<file path="config.mk">
export PLATFORM = sky130hd
export DESIGN_NAME = vga_timing_480p
export DESIGN_NICKNAME = d
export VERILOG_FILES = /design/src/rtl/vga_pkg.sv /design/src/rtl/vga_axis_counter.sv /design/src/rtl/vga_timing_480p.sv
export SDC_FILE = /design/constraint.sdc
export NUM_CORES = 1
export LEC_CHECK = 0
export BUFFER_PORTS_ARGS = -buffer_cell sky130_fd_sc_hd__buf_2
export CAP_MARGIN = 20
export CORE_AREA = 2 2 116 118
export DETAILED_ROUTE_END_ITERATION = 12
export DIE_AREA = 0 0 118 120
export GPL_TIMING_DRIVEN = 0
export PLACE_DENSITY_LB_ADDON = 0.12
export SLEW_MARGIN = 20
export SYNTH_ARGS = -nofsm -noshare
export SYNTH_HDL_FRONTEND = slang
export SYNTH_HIERARCHICAL = 1
export SYNTH_SLANG_ARGS = --single-unit
</file>
<file path="constraint.sdc">
create_clock -name clk_pix -period 5.3 [get_ports clk_pix]
set_input_delay 0.53 -clock clk_pix [delete_from_list [all_inputs] [get_ports clk_pix]]
set_output_delay 0.53 -clock clk_pix [all_outputs]
set_load 0.02 [all_outputs]
</file>
<file path="src/rtl/vga_pkg.sv">
// -----------------------------------------------------------------------------
// vga_pkg
// Shared types and constants for the 640x480 @ 60 Hz raster timing generator.
//   coord_t     : 10-bit raster coordinate (covers totals up to 1023)
//   phase_t     : per-axis timing phase (ACTIVE -> FRONT -> SYNC -> BACK)
//   *_480P      : default phase lengths for the 480p mode
//   sync_level  : maps "sync phase active" to the pin level for a polarity
// -----------------------------------------------------------------------------
package vga_pkg;

   typedef logic [9:0] coord_t;

   typedef enum logic [1:0] {
      ACTIVE = 2'd0,
      FRONT  = 2'd1,
      SYNC   = 2'd2,
      BACK   = 2'd3
   } phase_t;

   localparam int H_ACTIVE_480P = 640;
   localparam int H_FP_480P     = 16;
   localparam int H_SYNC_480P   = 96;
   localparam int H_BP_480P     = 48;

   localparam int V_ACTIVE_480P = 480;
   localparam int V_FP_480P     = 10;
   localparam int V_SYNC_480P   = 2;
   localparam int V_BP_480P     = 33;

   // Largest total a coord_t can count up to.
   localparam int COORD_MAX = 1023;

   // Pin level for a sync output: with negative polarity the pulse is a low.
   function automatic logic sync_level(input logic active, input logic neg);
      return active ^ neg;
   endfunction

endpackage

</file>
<file path="src/rtl/vga_axis_counter.sv">
// -----------------------------------------------------------------------------
// vga_axis_counter
// One raster axis: a running position plus a four-phase FSM
// (ACTIVE -> FRONT -> SYNC -> BACK -> ACTIVE) with a phase-local counter.
// Position and phase describe the coordinate that will be presented next;
// the top module registers them into the visible outputs.
//   clk_pix    in  pixel clock
//   rst        in  synchronous active-high reset
//   step       in  advance by one position this cycle
//   len_active in  length of the active phase
//   len_front  in  length of the front porch
//   len_sync   in  length of the sync pulse
//   len_back   in  length of the back porch
//   pos        out running position, 0..total-1
//   phase      out current phase (phase_t encoding)
//   wrap       out high on the step that takes pos from total-1 back to 0
//   sync_act   out high while in the sync phase
// -----------------------------------------------------------------------------
module vga_axis_counter
   import vga_pkg::*;
(
   input  logic       clk_pix,
   input  logic       rst,
   input  logic       step,
   input  logic [9:0] len_active,
   input  logic [9:0] len_front,
   input  logic [9:0] len_sync,
   input  logic [9:0] len_back,
   output logic [9:0] pos,
   output logic [1:0] phase,
   output logic       wrap,
   output logic       sync_act
);

   phase_t phase_q;
   coord_t phase_cnt;
   coord_t phase_len;
   logic   phase_last;
   logic   at_end;

   // NOTE: every signal assigned in always_comb gets a value on every path
   // (here via the full enum case plus a default first); otherwise a latch
   // is inferred.
   always_comb begin
      phase_len = len_active;
      case (phase_q)
         ACTIVE: phase_len = len_active;
         FRONT:  phase_len = len_front;
         SYNC:   phase_len = len_sync;
         BACK:   phase_len = len_back;
      endcase
   end

   assign phase_last = (phase_cnt == phase_len - 10'd1);
   // Last position of the whole axis: final cycle of the back porch.
   assign at_end     = (phase_q == BACK) && phase_last;

   assign wrap     = step && at_end;
   assign sync_act = (phase_q == SYNC);
   assign phase    = phase_q;

   // NOTE: sequential state uses non-blocking assignments so every register
   // samples the pre-edge values, independent of statement order.
   always_ff @(posedge clk_pix) begin
      if (rst) begin
         phase_q   <= ACTIVE;
         phase_cnt <= '0;
         pos       <= '0;
      end else if (step) begin
         if (phase_last) begin
            phase_cnt <= '0;
            case (phase_q)
               ACTIVE: phase_q <= FRONT;
               FRONT:  phase_q <= SYNC;
               SYNC:   phase_q <= BACK;
               BACK:   phase_q <= ACTIVE;
            endcase
         end else begin
            phase_cnt <= phase_cnt + 10'd1;
         end
         pos <= at_end ? '0 : pos + 10'd1;
      end
   end

endmodule

</file>
<file path="src/rtl/vga_timing_480p.sv">
// -----------------------------------------------------------------------------
// vga_timing_480p
// Raster timing generator, 640x480 @ 60 Hz by default (800 x 525 totals).
// Two vga_axis_counter instances track the next coordinate; a single output
// register stage presents that coordinate together with its sync, data-enable
// and strobe flags, so all outputs are registered and mutually aligned.
//   clk_pix in  25 MHz pixel clock
//   rst     in  synchronous active-high reset
//   en      in  advance enable (pixel-clock lock flag); 0 freezes everything
//   sx, sy  out presented coordinate
//   hsync   out horizontal sync, polarity per SYNC_NEG
//   vsync   out vertical sync, polarity per SYNC_NEG
//   de      out high inside the visible area
//   line    out one-cycle strobe on the first cycle sx = 0 is presented
//   frame   out one-cycle strobe on the first cycle (0,0) is presented
// -----------------------------------------------------------------------------
module vga_timing_480p
   import vga_pkg::*;
#(
   parameter int H_ACTIVE = H_ACTIVE_480P,
   parameter int H_FP     = H_FP_480P,
   parameter int H_SYNC   = H_SYNC_480P,
   parameter int H_BP     = H_BP_480P,
   parameter int V_ACTIVE = V_ACTIVE_480P,
   parameter int V_FP     = V_FP_480P,
   parameter int V_SYNC   = V_SYNC_480P,
   parameter int V_BP     = V_BP_480P,
   parameter bit SYNC_NEG = 1'b1
)
(
   input  logic       clk_pix,
   input  logic       rst,
   input  logic       en,
   output logic [9:0] sx,
   output logic [9:0] sy,
   output logic       hsync,
   output logic       vsync,
   output logic       de,
   output logic       line,
   output logic       frame
);

   localparam int H_TOTAL = H_ACTIVE + H_FP + H_SYNC + H_BP;
   localparam int V_TOTAL = V_ACTIVE + V_FP + V_SYNC + V_BP;

   if (H_TOTAL > COORD_MAX) begin : g_h_total_check
      $error("vga_timing_480p: H_TOTAL %0d does not fit in 10 bits", H_TOTAL);
   end
   if (V_TOTAL > COORD_MAX) begin : g_v_total_check
      $error("vga_timing_480p: V_TOTAL %0d does not fit in 10 bits", V_TOTAL);
   end

   logic [9:0] h_pos;
   logic [9:0] v_pos;
   logic [1:0] h_phase;
   logic [1:0] v_phase;
   logic       h_wrap;
   logic       h_sync_act;
   logic       v_sync_act;
   logic       unused_v_wrap;

   vga_axis_counter u_h_axis (
      .clk_pix    (clk_pix),
      .rst        (rst),
      .step       (en),
      .len_active (10'(H_ACTIVE)),
      .len_front  (10'(H_FP)),
      .len_sync   (10'(H_SYNC)),
      .len_back   (10'(H_BP)),
      .pos        (h_pos),
      .phase      (h_phase),
      .wrap       (h_wrap),
      .sync_act   (h_sync_act)
   );

   // The vertical axis moves one line each time the horizontal axis wraps.
   vga_axis_counter u_v_axis (
      .clk_pix    (clk_pix),
      .rst        (rst),
      .step       (h_wrap),
      .len_active (10'(V_ACTIVE)),
      .len_front  (10'(V_FP)),
      .len_sync   (10'(V_SYNC)),
      .len_back   (10'(V_BP)),
      .pos        (v_pos),
      .phase      (v_phase),
      .wrap       (unused_v_wrap),
      .sync_act   (v_sync_act)
   );

   // Output stage: load the counters' coordinate on each enabled edge. The
   // counters start at 0 after reset, so the first enabled edge presents
   // (0,0) with both strobes. While frozen, the strobes drop so each fires
   // only once per presented coordinate.
   always_ff @(posedge clk_pix) begin
      if (rst) begin
         sx    <= '0;
         sy    <= '0;
         de    <= 1'b0;
         line  <= 1'b0;
         frame <= 1'b0;
         hsync <= sync_level(1'b0, SYNC_NEG);
         vsync <= sync_level(1'b0, SYNC_NEG);
      end else if (en) begin
         sx    <= h_pos;
         sy    <= v_pos;
         de    <= (h_phase == ACTIVE) && (v_phase == ACTIVE);
         line  <= (h_pos == '0);
         frame <= (h_pos == '0) && (v_pos == '0);
         hsync <= sync_level(h_sync_act, SYNC_NEG);
         vsync <= sync_level(v_sync_act, SYNC_NEG);
      end else begin
         line  <= 1'b0;
         frame <= 1'b0;
      end
   end

endmodule

</file>
==> impl_metrics.json <==
{
  "grt_pass1_wl_um": 17800,
  "fin_hold_ws_ns": 0.478,
  "globalplace.congestion": 0.823,
  "crit_path_top_delay_cell": "sky130_fd_sc_hd__dfxtp_1",
  "cts_root_buffer": "sky130_fd_sc_hd__clkbuf_16",
  "die_h_um": 120,
  "worstSkewPairLatency_ns": 0.33,
  "clock_skew_ns": 0.00496,
  "postRouteAntennaNets": 0,
  "total_leakage_power_nw": 2.24,
  "routedWlPerCell_um": 13.1,
  "worstSetupPathType": "register to register",
  "count_of_antenna_diodes_in_the_layout": 0,
  "post_cts.resized_instances": 0,
  "drt_via_density": 4.76,
  "synthCells": 500,
  "final_nets": 639,
  "tightestPinTransition_ns": 0.647,
  "max-clock-path-buffers": 2,
  "finalWorstPathRequiredPeriod_ns": 4.60,
  "route.vias.total": 3826,
  "critical-path-top-delay-family": "simple AND/OR/NAND/NOR gates",
  "internal_power_w": 0.000959,
  "crit_path_max_fanout": 10,
  "route.detailed.drc": 0,
  "syn_area_um2": 4410,
  "pwr-share-clk_pct": 48.1,
  "cts.hold.buffers_added": 0,
  "comb_power_share_pct": 9.0,
  "post-dp-hpwl_um": 7870,
  "io-pin-count": 28,
  "timing.max_slew.rel_slack_pct": 56.8,
  "final_max_slew_viol_count": 0,
  "pwr-share-seq_pct": 43.0,
  "num-fill-cells": 1315,
  "dr.first_iter.drc_count": 211,
  "number_of_antenna_violations_at_the_first_check_in_global_routing": 0,
  "finalSetupViolCount": 0,
  "grt.total_usage_pct": 15.3,
  "critPathLaunch": "u_h_axis/phase[0]$_SDFFE_PP0P_",
  "switching_share_pct": 23.4,
  "initial_core_utilization_pct": 33.9,
  "fin_setup_tns_ns": 0,
  "wl_um": 10500,
  "finalCritPeriodShare_pct": 86.7,
  "reg2reg_from": "u_h_axis/phase[0]$_SDFFE_PP0P_",
  "core.rowCount": 42,
  "grt_setup_unrepaired": "no",
  "cap_violations": 0,
  "cpPeakStageDelay_ns": 0.41,
  "drt_pass1_iterations": 5,
  "place.port_buffers": 27,
  "area_of_the_die_um2": 14200,
  "min-delay-start": "rst",
  "first_global_vias": 3618,
  "critical_path_cell_by_cell": "inv_1, ha_1, buf_2, nor2b_1, a21oi_1, inv_1, ha_1, nor2b_1, a32oi_1, nor4_1, xnor2_1, o21ai_0, nor2_1, o2111a_1, and3_1, and3_1, and4_1, nand3_1, xor2_1, nor3_1",
  "max_clock_freq_mhz": 218,
  "numClockSinks": 69,
  "powerDensity_nw_per_um2": 233,
  "worst-endpoint-required_ns": 5.55,
  "critPathBufInv": 3,
  "post-cts-setup-buffer-count": 0,
  "mean_instance_size_in_the_synthesized_netlist_um2": 8.81,
  "number_of_buffers_inserted_during_clock_tree_synthesis": 9,
  "min_path_type": "primary input to register",
  "worst_setup_path_end_kind": "register",
  "core_um2": 13000,
  "synthesis.yosys.warnings": 6,
  "worst_ir_drop_vdd_uv": 210,
  "grt.overflow.total": 0,
  "post_route_cells_drive_above_1_share_pct": 11.2,
  "grt_start_max_net_pins": 12,
  "cts.reportedPaths.clkPinSlew_ns": 0.05,
  "timing.critical_path.arrival_ns": 4.85,
  "h-tree-depth": 3,
  "cts_tree": "built",
  "areaGrowthSynthToFinish_pct": 22.1,
  "outcome": "completed",
  "start_kind": "register",
  "p_switching_w": 0.000294,
  "dieWidth_um": 118,
  "finalHoldViolCount": 0
}
-- worst paths after layout --
path,endpoint,slack (ns),cells past startpoint
min reg2reg,sx[0]$_SDFFE_PP0P_,0.48,2
min,sy[8]$_SDFFE_PP0P_,0.48,2
max reg2reg,u_v_axis/phase_cnt[9]$_SDFFE_PP0P_,0.70,20
max,u_v_axis/phase_cnt[9]$_SDFFE_PP0P_,0.70,20
-- layer usage --
metal	part of all wire, %	GRT usage (%)
met1	51	20.9
met2	43	23.8
met3	4.0	3.23
met4	1.8	5.20
met5	0	0
-- worst register-to-register path: stages (launching register included) --
cell and delay, ns:
sky130_fd_sc_hd__dfxtp_1 0.41, sky130_fd_sc_hd__inv_1 0.09, sky130_fd_sc_hd__ha_1 0.19, sky130_fd_sc_hd__buf_2 0.17, sky130_fd_sc_hd__nor2b_1 0.14, sky130_fd_sc_hd__a21oi_1 0.35
sky130_fd_sc_hd__inv_1 0.09, sky130_fd_sc_hd__ha_1 0.26, sky130_fd_sc_hd__nor2b_1 0.15, sky130_fd_sc_hd__a32oi_1 0.41, sky130_fd_sc_hd__nor4_1 0.14, sky130_fd_sc_hd__xnor2_1 0.31
sky130_fd_sc_hd__o21ai_0 0.15, sky130_fd_sc_hd__nor2_1 0.12, sky130_fd_sc_hd__o2111a_1 0.41, sky130_fd_sc_hd__and3_1 0.26, sky130_fd_sc_hd__and3_1 0.21, sky130_fd_sc_hd__and4_1 0.25
sky130_fd_sc_hd__nand3_1 0.11, sky130_fd_sc_hd__xor2_1 0.16, sky130_fd_sc_hd__nor3_1 0.12
-- state kept, by name, indices dropped and copies added, names as in the netlist --
register	cells
u_v_axis/phase_cnt	10
u_h_axis/phase	2
u_v_axis/pos	10
u_v_axis/phase	2
de	1
frame	1
u_h_axis/pos	10
vsync	1
u_h_axis/phase_cnt	10
hsync	1
sy	10
sx	10
line	1
-- area by class of cell --
cell class,count,area [µm²],area share [%]
tap,176,220,4.09
clock inverter,3,43.8,0.814
multi-input combinational,468,3120,58.1
inverter,22,82.6,1.53
timing repair buffer,27,135,2.51
sequential,69,1380,25.7
clock buffer,13,260,4.84
buffer,25,133,2.47
-- layout by cell type, fill, tap and decap left out, types with 3 or more instances in the layout --
cell type / n
sky130_fd_sc_hd__buf_4: 4
sky130_fd_sc_hd__ha_1: 14
sky130_fd_sc_hd__clkbuf_1: 12
sky130_fd_sc_hd__buf_2: 34
sky130_fd_sc_hd__nor3b_1: 4
sky130_fd_sc_hd__xor2_1: 34
sky130_fd_sc_hd__a222oi_1: 10
sky130_fd_sc_hd__a21oi_1: 16
sky130_fd_sc_hd__o21ai_0: 7
sky130_fd_sc_hd__xnor2_1: 26
sky130_fd_sc_hd__nor2_1: 28
sky130_fd_sc_hd__conb_1: 86
sky130_fd_sc_hd__a211oi_1: 4
sky130_fd_sc_hd__nor4_1: 8
sky130_fd_sc_hd__nand3_1: 6
sky130_fd_sc_hd__mux2i_1: 37
sky130_fd_sc_hd__clkbuf_16: 9
sky130_fd_sc_hd__nor3_1: 40
sky130_fd_sc_hd__dfxtp_1: 69
sky130_fd_sc_hd__o31ai_1: 6
sky130_fd_sc_hd__nor2b_1: 12
sky130_fd_sc_hd__inv_1: 22
sky130_fd_sc_hd__a2111oi_4: 4
sky130_fd_sc_hd__nand4_1: 18
sky130_fd_sc_hd__or4_1: 4
sky130_fd_sc_hd__nor3_2: 3
sky130_fd_sc_hd__nand2b_1: 12
sky130_fd_sc_hd__nand2_1: 31
sky130_fd_sc_hd__and3_1: 12
sky130_fd_sc_hd__a22oi_1: 10
-- metrics by stage --
stage / utilization (%) / instance area [µm²] / worst slack (ns) / std cells / total power [W]
floorplan: - / 4720 / 1.48 / 584 / 0.000634
global placement: 39.1 / 5080 / 0.788 / 787 / 0.000658
detailed placement: 39.1 / 5080 / 0.713 / 787 / 0.000659
CTS: 41.4 / 5380 / 0.664 / 803 / 0.00127
global route: 41.4 / 5380 / 0.229 / 803 / 0.00131
finish: 41.4 / 5380 / 0.703 / 803 / 0.00125
-- power by group through the flow --
stage | combinational [W] | sequential [W] | clock [W]
finish | 0.000112 | 0.000538 | 0.000602
global route | 0.000128 | 0.000539 | 0.000643
CTS | 0.000111 | 0.000538 | 0.000619
detailed placement | 0.000110 | 0.000549 | 0
global placement | 0.000109 | 0.000549 | 0
floorplan | 0.0000841 | 0.000550 | 0
Note: power is estimated with default switching activity, not from simulation.
